===== src/rtl/clk_div_gen.sv =====
// clk_div_gen: programmable clock divider / tick generator; optional forced-wrap input sync via CLKDIV_SYNC_EN
module clk_div_gen #(
  parameter int WIDTH = 16,
  parameter int DEFAULT_DIV = 2
) (
  input  logic             clk,
  input  logic             reset,
  input  logic             en,
  input  logic [WIDTH-1:0] div_in,
  input  logic             div_load,
`ifdef CLKDIV_SYNC_EN
  input  logic             sync,
`endif
  output logic             div_pending,
  output logic [WIDTH-1:0] div_active,
  output logic             clk_out,
  output logic             tick
);
  localparam logic [WIDTH-1:0] DEF = WIDTH'((DEFAULT_DIV < 2) ? 2 : DEFAULT_DIV);
  logic [WIDTH-1:0] cnt, pend, cnt_next, div_next, div_clamped;
  logic [WIDTH:0] h_next;
  logic wrap;
  // next-phase computation; a wrap swaps in the pending divisor before the outputs are derived
  always_comb begin
`ifdef CLKDIV_SYNC_EN
    wrap = (cnt == div_active - WIDTH'(1)) || sync;
`else
    wrap = (cnt == div_active - WIDTH'(1));
`endif
    div_next = (wrap && div_pending) ? pend : div_active;
    cnt_next = wrap ? '0 : cnt + WIDTH'(1);
    h_next = ({1'b0, div_next} + (WIDTH+1)'(1)) >> 1;
    div_clamped = (div_in < WIDTH'(2)) ? WIDTH'(2) : div_in;
  end
  // phase counter, divisor hand-over and registered outputs
  always_ff @(posedge clk) begin
    if (reset) begin
      cnt <= DEF - WIDTH'(1);
      div_active <= DEF;
      pend <= '0;
      div_pending <= 1'b0;
      clk_out <= 1'b0;
      tick <= 1'b0;
    end else begin
      if (en) begin
        cnt <= cnt_next;
        div_active <= div_next;
        clk_out <= {1'b0, cnt_next} < h_next;
      end
      tick <= en && wrap;
      pend <= div_load ? div_clamped : pend;
      div_pending <= div_load || (div_pending && !(en && wrap));
    end
  end
endmodule


===== config.mk =====
export PLATFORM = sky130hd
export DESIGN_NAME = clk_div_gen
export DESIGN_NICKNAME = d
export VERILOG_FILES = /design/src/rtl/clk_div_gen.sv
export SDC_FILE = /design/constraint.sdc
export NUM_CORES = 1
export LEC_CHECK = 0
export ABC_AREA = 1
export CAP_MARGIN = 20
export CELL_PAD_IN_SITES_DETAIL_PLACEMENT = 0
export CELL_PAD_IN_SITES_GLOBAL_PLACEMENT = 2
export CORE_UTILIZATION = 34
export CTS_CLUSTER_SIZE = 8
export DETAILED_ROUTE_END_ITERATION = 16
export PLACE_DENSITY = 0.87
export REMOVE_ABC_BUFFERS = 1
export SYNTH_ARGS = -nofsm -noshare
export SYNTH_HDL_FRONTEND = slang
export SYNTH_SLANG_ARGS = --single-unit

===== constraint.sdc =====
create_clock -name clk -period 5.8 [get_ports clk]
set_clock_uncertainty 0.1 [all_clocks]
set_input_delay 1.16 -clock clk [delete_from_list [all_inputs] [get_ports clk]]
set_output_delay 1.16 -clock clk [all_outputs]
set_load 0.02 [all_outputs]

# Word level (Yosys, flattened, before mapping)
# Index checks and enable logic that the tools add are counted.
[totals]
reg_bits = 51
inputBits = 20
elab_cells = 20
[op_classes]
n_addsub = 3
order_cmp = 2
n_eq_ne = 1
mux = 3
reduce_logical = 5
[op_table]
columns = ["cell", "n"]
rows = [
  ["$mux W16", 3],
  ["$add A16 B1 Y17 const B", 1],
  ["$add A16 B1 Y16 const B", 1],
  ["$eq A16 B16 Y1", 1],
  ["$lt A16 B16 Y1", 1],
  ["$lt A16 B2 Y1 const B", 1],
  ["$sub A16 B1 Y16 const B", 1],
  ["$logic_and A1 B1 Y1", 3],
  ["$logic_not A1 Y1", 1],
  ["$logic_or A1 B1 Y1", 1],
]

# Depth between registers and ports, before layout
[logic_depth]
depth_word = 6
mapped_depth = 30
depth_no_buf = 29

# Worst setup path before layout
# No wires, ideal clock.
[synth_timing]
path_type = "reg-to-reg"
from = "reg div_active[0]"
to = "reg clk_out"
setup_time_ns = 0.070
arrival_time_ns = 3.548
required_time_ns = 5.630
slack_ns = 2.082
path_stages_with_launch = 29
synth_period_minus_slack_ns = 3.718
cell_sequence = "dfxtp_1 -> inv_2 -> ha_1 -> inv_1 -> nand2_1 -> nand2_1 -> nor2_1 -> nand3_1 -> nor2_1 -> nand2_1 -> nor2_2 -> nand4_4 -> buf_6 -> nand2_1 -> o21ai_0 -> inv_1 -> ha_1 -> inv_1 -> nor3_2 -> nand3_1 -> xnor2_1 -> ha_1 -> nand2_1 -> nor2_1 -> a211oi_1 -> nand2_1 -> nand2_1 -> nand2_1 -> a21oi_1"
[synth_via]
elab_chain_cells = 6
[synth_rtl]
columns = ["item", "line_no", "text"]
rows = [
  ["from (decl)", "15", "output logic [WIDTH-1:0] div_active,"],
  ["from (signal assigned)", "47", "div_active <= div_next;"],
  ["$sub A16 B1 Y16", "28", "wrap = (cnt == div_active - WIDTH'(1));"],
  ["$eq A16 B16 Y1", "28", ""],
  ["$logic_and A1 B1 Y1", "30", "div_next = (wrap && div_pending) ? pend : div_active;"],
  ["$mux W16 (*)", "30", ""],
  ["net div_next[0]", "20", "logic [WIDTH-1:0] cnt, pend, cnt_next, div_next, div_clamped;"],
  ["$add A16 B1 Y17 (*)", "32", "h_next = ({1'b0, div_next} + (WIDTH+1)'(1)) >> 1;"],
  ["$lt A16 B16 Y1 (*)", "48", "clk_out <= {1'b0, cnt_next} < h_next;"],
  ["to (signal assigned)", "48", ""],
  ["to (decl)", "16", "output logic clk_out,"],
]
# Mark *: on every way through the listed nets, which the timed path passes. The rest lies on a longest branch.
# A chain may end at the register's enable or synchronous reset.

# Worst setup path after layout
# Ends and elaborated chain as after synthesis.

==> flow_metrics.py <==
metrics = {
    "outcome": {
        "run_status": "complete, no violations",
    },
    "yosys": {
        "mapped_cells": 577,
        "syn_area_um2": 3760,
        "async_flop_share": 0,
        "synth_seq_area_share": 0.272,
        "yosys.area_share.adder": 0.0599,
        "ys_top_cells_by_area": "dfxtp_1, nand2_1, nor2_1",
        "netlist.top_cell.by_area": "dfxtp_1",
        "synth_top_family_by_area": "simple AND/OR/NAND/NOR gates",
        "synth-simple-area-share": 0.342,
        "post_synth_mux_area_share": 0,
        "synth-xor-area-share": 0.0673,
        "number_of_synthesized_flops_with_an_enable_pin": 0,
        "synth_compound_area_frac": 0.163,
        "synth_most_common_cell": "nand2_1",
        "yosys_warnings": 0,
        "dominantRegCellSynth": "dfxtp_1",
        "synth_area_per_cell_um2": 6.51,
        "yosysUniqueCellTypes": 37,
        "synthTopCellsByCount": "nand2_1, nor2_1, inv_1, dfxtp_1, o21ai_0",
        "post-synth-top-area-fraction": 0.272,
        "synth-seq-cells": 51,
    },
    "timing": {
        "setup_violations": 0,
        "rsz0062_at_grt": "no",
        "drv_slew": 0,
        "maxSlewHeadroom": 0.342,
        "shortest_period_the_worst_path_allows_ps": 4350,
        "worst_hold_slack_ps": 369,
        "max_clock_freq_mhz": 230,
        "hold_viol": 0,
        "min_period_over_period": 0.750,
        "tightest_slew_ps": 986,
        "final_total_negative_setup_slack_ps": 0,
    },
    "cts": {
        "cts.reportedPaths.clkPinSlew_ps": 100,
        "worst_skew_pair.late_latency_ps": 320,
        "hold_buffers": 0,
        "cts_buffers": 5,
        "cts-root-buf": "clkbuf_8",
        "ctsHtreeMaxLevel": 2,
        "cts-root-to-sink-buffers": 2,
        "post_cts.resized_instances": 0,
        "cts_tree": "done",
        "post-cts-setup-buffers": 0,
        "clkSinkCount": 51,
    },
    "power_and_ir_drop": {
        "total_leakage_power_nw": 1.95,
        "power_per_cell_area_nw_per_um2": 221,
        "worst_supply_voltage_drop_on_vdd_mv": 0.104,
    },
    "critical_path": {
        "worst-setup-path-type": "flop to flop",
        "worst_ep_arrival_ps": 4500,
        "critical_path_required_ps": 5950,
        "critical-path-max-stage-delay_ps": 480,
        "peak_fanout_along_the_critical_path": 32,
        "reg2reg_from": "div_active[0]$_SDFFE_PP0P_",
        "regToRegEndpoint": "clk_out$_SDFFE_PP0P_",
        "cp-start-kind": "flop",
        "critPathMostFrequentCell": "nand2_1",
        "crit_slowest_cell": "nand4_4",
        "worst_setup_path_end_kind": "flop",
        "r2r_setup_slack_ps": 1450,
        "worst-r2r-cell-count": 27,
    },
    "worst_hold_path": {
        "hold_path_end": "pend[15]$_SDFFE_PP0P_",
        "hold_start": "pend[15]$_SDFFE_PP0P_",
        "timing.hold.worst_path_depth": 2,
        "worst_hold_check_path_type": "flop to flop",
    },
    "route": {
        "first_pass_iteration_count_of_the_detailed_router": 4,
        "via_count": 3692,
        "routed_wirelength_mm": 10.8,
        "route.detailed.vias_per_inst": 4.94,
        "drtIter0Drc": 217,
        "detail_route.wl_per_cell_um": 14.4,
        "detail_route.drc_violations": 0,
        "count_of_antenna_violating_nets_left_after_detailed_routing": 0,
    },
    "floorplanning": {
        "die_height_um": 107,
        "starting_density": 0.348,
        "floorplan.io_pins": 39,
        "core-area_um2": 10800,
        "die_area_um2": 11500,
        "die_w_um": 107,
        "core.rowCount": 38,
    },
    "placed_design": {
        "place.gp.congestion": 0.873,
        "buffer_ports.inserted": 38,
        "dpl-instance-area_um2": 4240,
        "post-dp-hpwl_mm": 8.35,
    },
    "final_layout": {
        "area_growth_from_synthesis_to_layout_pct": 16.4,
        "final_layout_size_suffix_gt1_frac": 0.0939,
        "finalInstanceArea_um2": 4370,
        "insertedDiodeCount": 0,
        "num-fill-cells": 1145,
        "num-nets-final": 644,
    },
    "global_routing": {
        "grt_start_max_net_pins": 46,
        "grt_util_all_layers": 0.198,
        "first_global_vias": 3380,
        "wire_length_of_the_first_global_routing_pass_mm": 17.4,
        "remaining_global_route_overflow": 0,
        "grt_antenna_before_repair": 0,
    },
    "flow_run": {
        "max_cap_viol_count": 0,
    },
}
==> layout by cell type (no fill, tap or decap), types with 5 or more instances in the layout <==
master,count
xnor2_1,10
nor4_1,5
nand4_1,7
dfxtp_1,51
nor3_1,7
nand2_1,121
a21oi_1,32
clkbuf_8,5
xor2_1,17
o21ai_0,41
clkdlybuf4s50_1,38
ha_1,18
nor2_2,12
nor2_1,82
nand2_2,6
nand3_1,29
o21ai_2,7
o21ai_1,9
inv_2,9
a211oi_1,12
inv_1,59
==> cell type report <==
class / count / area, um2 / area share
Inverter: 71 / 269 / 0.0615
Timing Repair Buffer: 40 / 395 / 0.0904
Clock inverter: 3 / 67.6 / 0.0154
Tap cell: 140 / 175 / 0.0400
Sequential cell: 51 / 1020 / 0.233
Multi-Input combinational cell: 437 / 2380 / 0.543
Clock buffer: 5 / 68.8 / 0.0157
==> worst max-delay path by stage <==
stage / to / startpoint / cells after the start
CTS: clk_out$_SDFFE_PP0P_ / div_active[0]$_SDFFE_PP0P_ / 24
global placement: clk_out$_SDFFE_PP0P_ / div_active[0]$_SDFFE_PP0P_ / 24
detailed placement: clk_out$_SDFFE_PP0P_ / div_active[0]$_SDFFE_PP0P_ / 24
finish: clk_out$_SDFFE_PP0P_ / div_active[0]$_SDFFE_PP0P_ / 27
global route: clk_out$_SDFFE_PP0P_ / div_active[0]$_SDFFE_PP0P_ / 25
floorplan: clk_out$_SDFFE_PP0P_ / div_active[0]$_SDFFE_PP0P_ / 24
==> per-layer routing <==
metal,global-route usage,vias to the layer above,share of wire
met1,0.275,1657,0.50
met5,0,-,0
li1,-,1946,-
met4,0.0558,0,0.015
met2,0.319,75,0.45
met3,0.0243,14,0.037
==> registers in the layout, summed over array words and instances, names as in the netlist <==
| register | cells |
|---|---|
| clk_out | 1 |
| cnt | 16 |
| div_active | 16 |
| div_pending | 1 |
| pend | 16 |
| tick | 1 |
==> power breakdown <==
part | internal, mW | switching [mW]
registers | 0.374 | 0.0288
logic | 0.103 | 0.159
clock network | 0.172 | 0.129
==> worst max-delay path: cells and delay by family, from the launching register on <==
family | cells | cell delay [ps]
simple gates | 16 | 2000
buf+inv | 4 | 330
compound gates | 3 | 440
fa+ha+maj | 3 | 830
xor+xnor | 1 | 140
flops | 1 | 420
==> kinds of logic after synthesis <==
group	Yosys count
AO/OA/AOI/OAI	107
XOR/XNOR	28
adder cells (fa/ha/maj)	18
buffers and inverters	89
flip-flops	51
AND/OR/NAND/NOR	284
==> per-stage QoR <==
| stage | std cells | worst slack [ps] | utilization | power, mW |
|---|---|---|---|---|
| 6_report | 747 | 1450 | 0.405 | 0.965 |
| 5_1_grt | 747 | 925 | 0.405 | 1.02 |
| 4_1_cts | 747 | 1430 | 0.405 | 0.973 |
| 3_5_place_dp | 739 | 1470 | 0.393 | 0.671 |
| 3_3_place_gp | 739 | 1590 | 0.393 | 0.671 |
| 2_1_floorplan | 559 | 1900 | - | 0.580 |
Note: power is estimated with default switching activity, not from simulation.
